### config.mk
export PLATFORM = sky130hd
export DESIGN_NAME = scan_link_arbiter
export DESIGN_NICKNAME = d
export VERILOG_FILES = /design/src/rtl/scan_link_arbiter.sv
export SDC_FILE = /design/constraint.sdc
export NUM_CORES = 1
export LEC_CHECK = 0
export ABC_AREA = 1
export BUFFER_PORTS_ARGS = -buffer_cell sky130_fd_sc_hd__buf_2
export CORE_MARGIN = 2
export CORE_UTILIZATION = 45
export CTS_CLUSTER_DIAMETER = 40
export DETAILED_ROUTE_END_ITERATION = 12
export PLACE_DENSITY = 0.69
export SETUP_SLACK_MARGIN = 0.3
export SYNTH_ARGS = -nofsm -noshare
export SYNTH_HDL_FRONTEND = slang
export SYNTH_SLANG_ARGS = --single-unit
### constraint.sdc
create_clock -name clk -period 2.2 [get_ports clk]
set_clock_uncertainty 0.05 [all_clocks]
set_input_delay 0.55 -clock clk [delete_from_list [all_inputs] [get_ports clk]]
set_output_delay 0.55 -clock clk [all_outputs]
set_load 0.05 [all_outputs]
### src/rtl/scan_link_arbiter.sv
// Round-robin arbiter that gives one of two scanners the outbound link and pops
// words out of that scanner's buffer while the link accepts them.
module scan_link_arbiter #(
  parameter int unsigned CW         = 4,
  parameter int unsigned MAX_WORDS  = 10,
  parameter int unsigned GAP_CYCLES = 2
) (
  input  logic          clk,
  input  logic          reset,
  input  logic [1:0]    i_req,
  input  logic [CW-1:0] i_buf_count_1,
  input  logic [CW-1:0] i_buf_count_2,
  input  logic          i_link_ready,
  output logic [1:0]    o_grant,
  output logic [1:0]    o_pop,
  output logic          o_xfer_active,
  output logic          o_xfer_done,
  output logic          o_xfer_abort,
  output logic [CW-1:0] o_words_left,
  output logic [CW-1:0] o_words_sent
);

  localparam int unsigned GW = (GAP_CYCLES > 1) ? $clog2(GAP_CYCLES) : 1;
  localparam logic [CW-1:0] MaxWords = CW'(MAX_WORDS);
  localparam logic [GW-1:0] GapLast  = GW'(GAP_CYCLES - 1);

  typedef enum logic [1:0] {StIdle, StGrant, StXfer, StGap} state_e;

  state_e        r_state, w_state_next;
  logic          r_sel, w_sel_next;      // 0 = scanner 1, 1 = scanner 2
  logic          r_last, w_last_next;
  logic [1:0]    r_grant, w_grant_next;
  logic          r_active, w_active_next;
  logic          r_done, w_done_next;
  logic          r_abort, w_abort_next;
  logic [CW-1:0] r_words_left, w_words_left_next;
  logic [CW-1:0] r_words_sent, w_words_sent_next;
  logic [GW-1:0] r_gap_cnt, w_gap_cnt_next;

  logic [1:0]    w_elig;
  logic          w_pick;
  logic [CW-1:0] w_count;
  logic [CW-1:0] w_len;
  logic          w_req_sel;
  logic          w_pop_en;
  state_e        w_end_state;

  assign w_elig      = {i_req[1] && (i_buf_count_2 != '0), i_req[0] && (i_buf_count_1 != '0)};
  // On a tie the scanner that was not served last wins.
  assign w_pick      = (&w_elig) ? ~r_last : w_elig[1];
  assign w_count     = w_pick ? i_buf_count_2 : i_buf_count_1;
  assign w_len       = (w_count > MaxWords) ? MaxWords : w_count;
  assign w_req_sel   = r_sel ? i_req[1] : i_req[0];
  assign w_pop_en    = (r_state == StXfer) && w_req_sel && i_link_ready;
  assign w_end_state = (GAP_CYCLES == 0) ? StIdle : StGap;

  assign o_pop         = w_pop_en ? (r_sel ? 2'b10 : 2'b01) : 2'b00;
  assign o_grant       = r_grant;
  assign o_xfer_active = r_active;
  assign o_xfer_done   = r_done;
  assign o_xfer_abort  = r_abort;
  assign o_words_left  = r_words_left;
  assign o_words_sent  = r_words_sent;

  always_comb begin
    w_state_next      = r_state;
    w_sel_next        = r_sel;
    w_last_next       = r_last;
    w_grant_next      = r_grant;
    w_active_next     = r_active;
    w_done_next       = 1'b0;
    w_abort_next      = 1'b0;
    w_words_left_next = r_words_left;
    w_words_sent_next = r_words_sent;
    w_gap_cnt_next    = r_gap_cnt;
    case (r_state)
      StIdle: begin
        if (|w_elig) begin
          w_state_next      = StGrant;
          w_sel_next        = w_pick;
          w_last_next       = w_pick;
          w_grant_next      = w_pick ? 2'b10 : 2'b01;
          w_active_next     = 1'b1;
          w_words_left_next = w_len;
          w_words_sent_next = '0;
        end
      end
      StGrant: begin
        if (!w_req_sel) begin
          w_state_next   = w_end_state;
          w_grant_next   = 2'b00;
          w_active_next  = 1'b0;
          w_abort_next   = 1'b1;
          w_gap_cnt_next = '0;
        end else begin
          w_state_next = StXfer;
        end
      end
      StXfer: begin
        if (!w_req_sel) begin
          w_state_next   = w_end_state;
          w_grant_next   = 2'b00;
          w_active_next  = 1'b0;
          w_abort_next   = 1'b1;
          w_gap_cnt_next = '0;
        end else if (i_link_ready) begin
          w_words_left_next = r_words_left - CW'(1);
          w_words_sent_next = r_words_sent + CW'(1);
          if (r_words_left == CW'(1)) begin
            w_state_next   = w_end_state;
            w_grant_next   = 2'b00;
            w_active_next  = 1'b0;
            w_done_next    = 1'b1;
            w_gap_cnt_next = '0;
          end
        end
      end
      StGap: begin
        if (r_gap_cnt == GapLast) begin
          w_state_next = StIdle;
        end else begin
          w_gap_cnt_next = r_gap_cnt + GW'(1);
        end
      end
      default: w_state_next = StIdle;
    endcase
  end

  always_ff @(posedge clk) begin
    if (reset) begin
      r_state      <= StIdle;
      r_sel        <= 1'b0;
      r_last       <= 1'b1;
      r_grant      <= 2'b00;
      r_active     <= 1'b0;
      r_done       <= 1'b0;
      r_abort      <= 1'b0;
      r_words_left <= '0;
      r_words_sent <= '0;
      r_gap_cnt    <= '0;
    end else begin
      r_state      <= w_state_next;
      r_sel        <= w_sel_next;
      r_last       <= w_last_next;
      r_grant      <= w_grant_next;
      r_active     <= w_active_next;
      r_done       <= w_done_next;
      r_abort      <= w_abort_next;
      r_words_left <= w_words_left_next;
      r_words_sent <= w_words_sent_next;
      r_gap_cnt    <= w_gap_cnt_next;
    end
  end

endmodule
# Word-level counts from Yosys, hierarchy flattened
# Cells that the tools add are included.
# op_classes
addsub	3
n_lt_le_gt_ge	1
eq_ne	11
muxes	38
bitwise_logic	5
reduce_logical	20
# ops
operator	count
4-bit 2-to-1 mux	8
2-bit 2-to-1 mux	13
4-bit one-hot mux with 2 select lines	2
4-bit AND reduction	3
1-bit 2-to-1 mux	11
2-bit != test, second input constant	5
2-bit one-hot mux with 4 select lines	1
4-bit nonzero test	2
1-bit one-hot mux with 3 select lines	2
2-bit one-hot mux with 3 select lines	1
3-bit nonzero test	2
2-bit OR reduction	3
1-bit inverter	5
5-bit AND reduction	1
4-bit by 1-bit adder with 4-bit output, second input constant	1
2-bit == test, second input constant	2
4-bit by 1-bit == test with 1-bit output, second input constant	1
4-bit greater-than comparator, second input constant	1
1-bit logical AND	4
2-bit AND reduction	2
4-bit OR reduction	1
4-bit by 1-bit subtractor with 4-bit output, second input constant	1
3-bit by 2-bit != test with 1-bit output, second input constant	1
3-bit != test, second input constant	1
4 further kinds	4
# word_totals
regBits	18
in_bits	13
out_inout_bits	15
wordCells	88

# Longest topological paths before layout
# depth
word_depth	9
depth_mapped	12
mapped_depth_nobuf	12

# Worst setup path after synthesis
# OpenSTA, ideal clock, no wires.
# synth_path
path_type	register to output
start	reg r_state[0]
end	out o_pop[0]
arrival_time_ns	1.646
t_required_ns	1.600
path_slack_ns	-0.046
stages_incl_launch_ff	7
path_cell_list	dfxtp_1 -> inv_1 -> ha_1 -> inv_2 -> nor2_4 -> nand2_2 -> nor2_1
# synth_between
elab_chain_len	4
# synth_rtl
item	line	source
start, declared	29	state_e r_state, w_state_next;
start signal, assigned	131	r_state <= StIdle;
start signal, assigned	142	r_state <= w_state_next;
2-bit == test	54	assign w_pop_en = (r_state == StXfer) && w_req_sel && i_link_ready;
1-bit logical AND (2 in series)	54	
2-bit 2-to-1 mux	57	assign o_pop = w_pop_en ? (r_sel ? 2'b10 : 2'b01) : 2'b00;
end, declared	15	output logic [1:0] o_pop,
# No other way between the ends.

# Worst setup path in the final report
# layout_path
start	reg r_state[1]
end	out o_pop[1]
# The elaborated chain is that of the path after synthesis.

==> out/results.txt <==
Full die area = 0.002904 mm^2
Overflow after GRT = 0
DP HPWL = 2064 um
Crit path max fanout = 4
Number of synthesized register bits = 18
CTS tree = done
Initial core utilization = 0.4647
CORE AREA = 0.002410 mm^2
Maximum vdd drop = 0.7207 mV
Remaining DRCs = 0
Actual slew at the worst max-slew pin = 0.2600 ns
Synth warn = 0
Share of cells above drive strength 1 = 0.3116
HP Class = reg2reg
RSZ-0062 raised after global routing = yes
Synth Area in Compound Gates = 0.1665
Simple-gate share of the synthesized area = 0.3263
Pleak = 0.0007296 uW
Vias in the first global route = 1060
Die height = 53.89 um
Placer congestion estimate = 0.8303
Met3 Resource Use GR = 0.03333
Antenna diode count = 0
Most common library cell in the layout ignoring fill and taps = nand2_1
Setup TNS = 0 ns
Post-CTS Hold Buffers = 0
Post-route ant nets = 0
Number of fill cells in the layout = 213
Worst r2r path cells = 10
Wire length of the first global-routing pass = 4443 um
Worst Setup SP = r_state[1]
Synthesized Nets = 183
Startpoint types = register
Slew margin rel. = 0.8279
Num rows = 18
Dpl cells = 219
Pwr/cell area = 1227 mW/mm^2
All-layer global routing usage = 0.2082
Status = finished, final reports clean
Critical path required time = 1.60 ns
Mapped cell area = 0.001120 mm^2
Hold Crit Start = r_last
Area occupied by multi-input gates = 699.4 um^2
RR Endpoint = o_words_left[3]
GRT met1 Usage = 0.2437
Mux cell area share after synthesis = 0
Synth-to-layout area growth = 28.38%
Tcrit/Tclk final = 0.8781
Final Max Slew Viols = 0
Syn avg cell area = 6.912 um^2
Clock Tree Buf Depth = 2
Largest net degree at the start of global routing = 11
Hold path endpoint = r_last
Via density = 5.017
Total Routed Length = 2706 um
Reg2Reg Launch Point = r_state[0]
Unique masters post-synth = 26
Gr busiest metal = met2
Max Clock Freq = 517.6 MHz
Post-synthesis instance total = 162
Die width = 53.89 um
Max-cap violations = 0
Setup CP Type = reg2out
Non-Filler Instances = 229
H-tree levels = 1
Adder-cell share of the synthesized area = 0.08939
Post-synthesis sequential area ratio = 0.3218
Initial DRC count = 27
Fin. Hold Viols = 0
Worst Path Arrival = 1.33 ns
Worst hold path cell count = 2
Critical path endpoint category = primary output
Sink Count = 18
Initial antenna violation count = 0
Area share of xor/xnor cells in the synthesized design = 0.01564
Largest family of logic cells by synthesized area = simple AND/OR/NAND/NOR gates
Final nets = 222
Flop-to-flop setup slack = 0.41 ns
Most frequent cells in the layout = nand2_1, buf_2, inv_1, dfxtp_1
# IOs = 28
Drt wl/cell = 11.82 um
Cts bufs inserted = 3
IO Port Bufs = 27
Pre-antenna DRT Iters = 5
Clk Tree Root Cell = clkbuf_4
# setup viols final = 0
Via count = 1149
Clock Latency Late Sink = 0.29 ns
Reg area = 371.6 um^2
Clk slew on worst S/H paths = 0.11 ns
Met2 global-route usage = 0.3943
Min Tclk post-route = 1.932 ns
==> worst max-delay path: stages (launching register included) <==
cell,delay [ns]
dfxtp_4,0.39
ha_4,0.16
inv_4,0.04
nor2_4,0.13
nand3_2,0.11
clkinvlp_4,0.08
buf_8,0.13
==> Yosys cell counts <==
library cell | n | area, um^2
nand2_1 | 35 | 131.4
inv_1 | 21 | 78.83
dfxtp_1 | 18 | 360.4
nor2_1 | 15 | 56.30
a21oi_1 | 14 | 70.07
o21ai_0 | 13 | 65.06
nand3_1 | 12 | 60.06
ha_1 | 8 | 100.1
nor3_1 | 3 | 15.01
o21ai_2 | 3 | 26.28
inv_2 | 2 | 7.510
nand2_4 | 2 | 22.52
nor2_4 | 2 | 22.52
xnor2_1 | 2 | 17.52
a21oi_2 | 1 | 8.760
a31o_2 | 1 | 8.760
clkbuf_1 | 1 | 3.750
nand2_2 | 1 | 6.260
nand3_2 | 1 | 10.01
nand3b_1 | 1 | 7.510
nand4_1 | 1 | 6.260
nor2_2 | 1 | 6.260
o211ai_1 | 1 | 7.510
or2_0 | 1 | 6.260
or2_2 | 1 | 6.260
or2_4 | 1 | 8.760
==> cell families (layout without fill, tap and decap cells) <==
kind of cell	after synthesis	in the layout
fa+ha+maj	8	8
simple gates	77	77
buf+inv	24	61
flops	18	18
compound gates	33	33
xor+xnor	2	2
==> metal layers <==
| metal | part of all wire | wire, um |
|---|---|---|
| met1 | 0.43 | 1175 |
| met2 | 0.51 | 1379 |
| met3 | 0.049 | 133 |
| met4 | 0.0070 | 19 |
| met5 | 0 | 0 |
==> timing repair <==
item | in CTS | in global routing
setup buffers | 5 | 2
gates resized for setup | 18 | 0
cloned | 0 | 0
endpoints found under the setup margin | 2 | 2
pin swaps | 3 | 0
==> flip-flops by register name, indices dropped and copies added (netlist names) <==
signal / flops
r_gap_cnt: 1
o_xfer_done: 1
o_xfer_abort: 1
r_state: 2
r_sel: 1
o_xfer_active: 1
o_words_sent: 4
o_grant: 2
r_last: 1
o_words_left: 4
==> worst max-delay path by stage <==
| stage | to |
|---|---|
| CTS | o_pop[1] |
| global route | o_pop[0] |
| floorplan | o_pop[0] |
| global placement | o_pop[1] |
| detailed placement | o_pop[1] |
| finish | o_pop[1] |
==> where the power goes <==
part | internal (uW) | switching, uW | leakage (uW)
sequential | 429 | 72.8 | 0.000150
combinational | 367 | 728 | 0.000566
clock | 63.6 | 104 | 0.0000138
total | 860 | 905 | 0.000730
==> per-stage QoR <==
step	power [uW]	hold WS, ns	area [um^2]	utilization	setup slack [ns]
after floorplan	1274	0.3797	1131	-	0.3208
after detailed placement	1493	0.4034	1308	0.5426	0.1857
after global placement	1462	0.4027	1308	0.5426	0.2094
final	1764	0.4327	1438	0.5966	0.2681
after CTS	1745	0.4329	1423	0.5903	0.2573
after global routing	1914	0.4787	1438	0.5966	0.1919
==> final cells by class <==
type / count / area share
Multi-Input combinational cell: 120 / 0.4865
Sequential cell: 18 / 0.2585
Timing Repair Buffer: 35 / 0.1471
Inverter: 23 / 0.06614
Tap cell: 30 / 0.02611
Clock buffer: 3 / 0.01567
No activity file was read; power rests on OpenSTA's default activity.
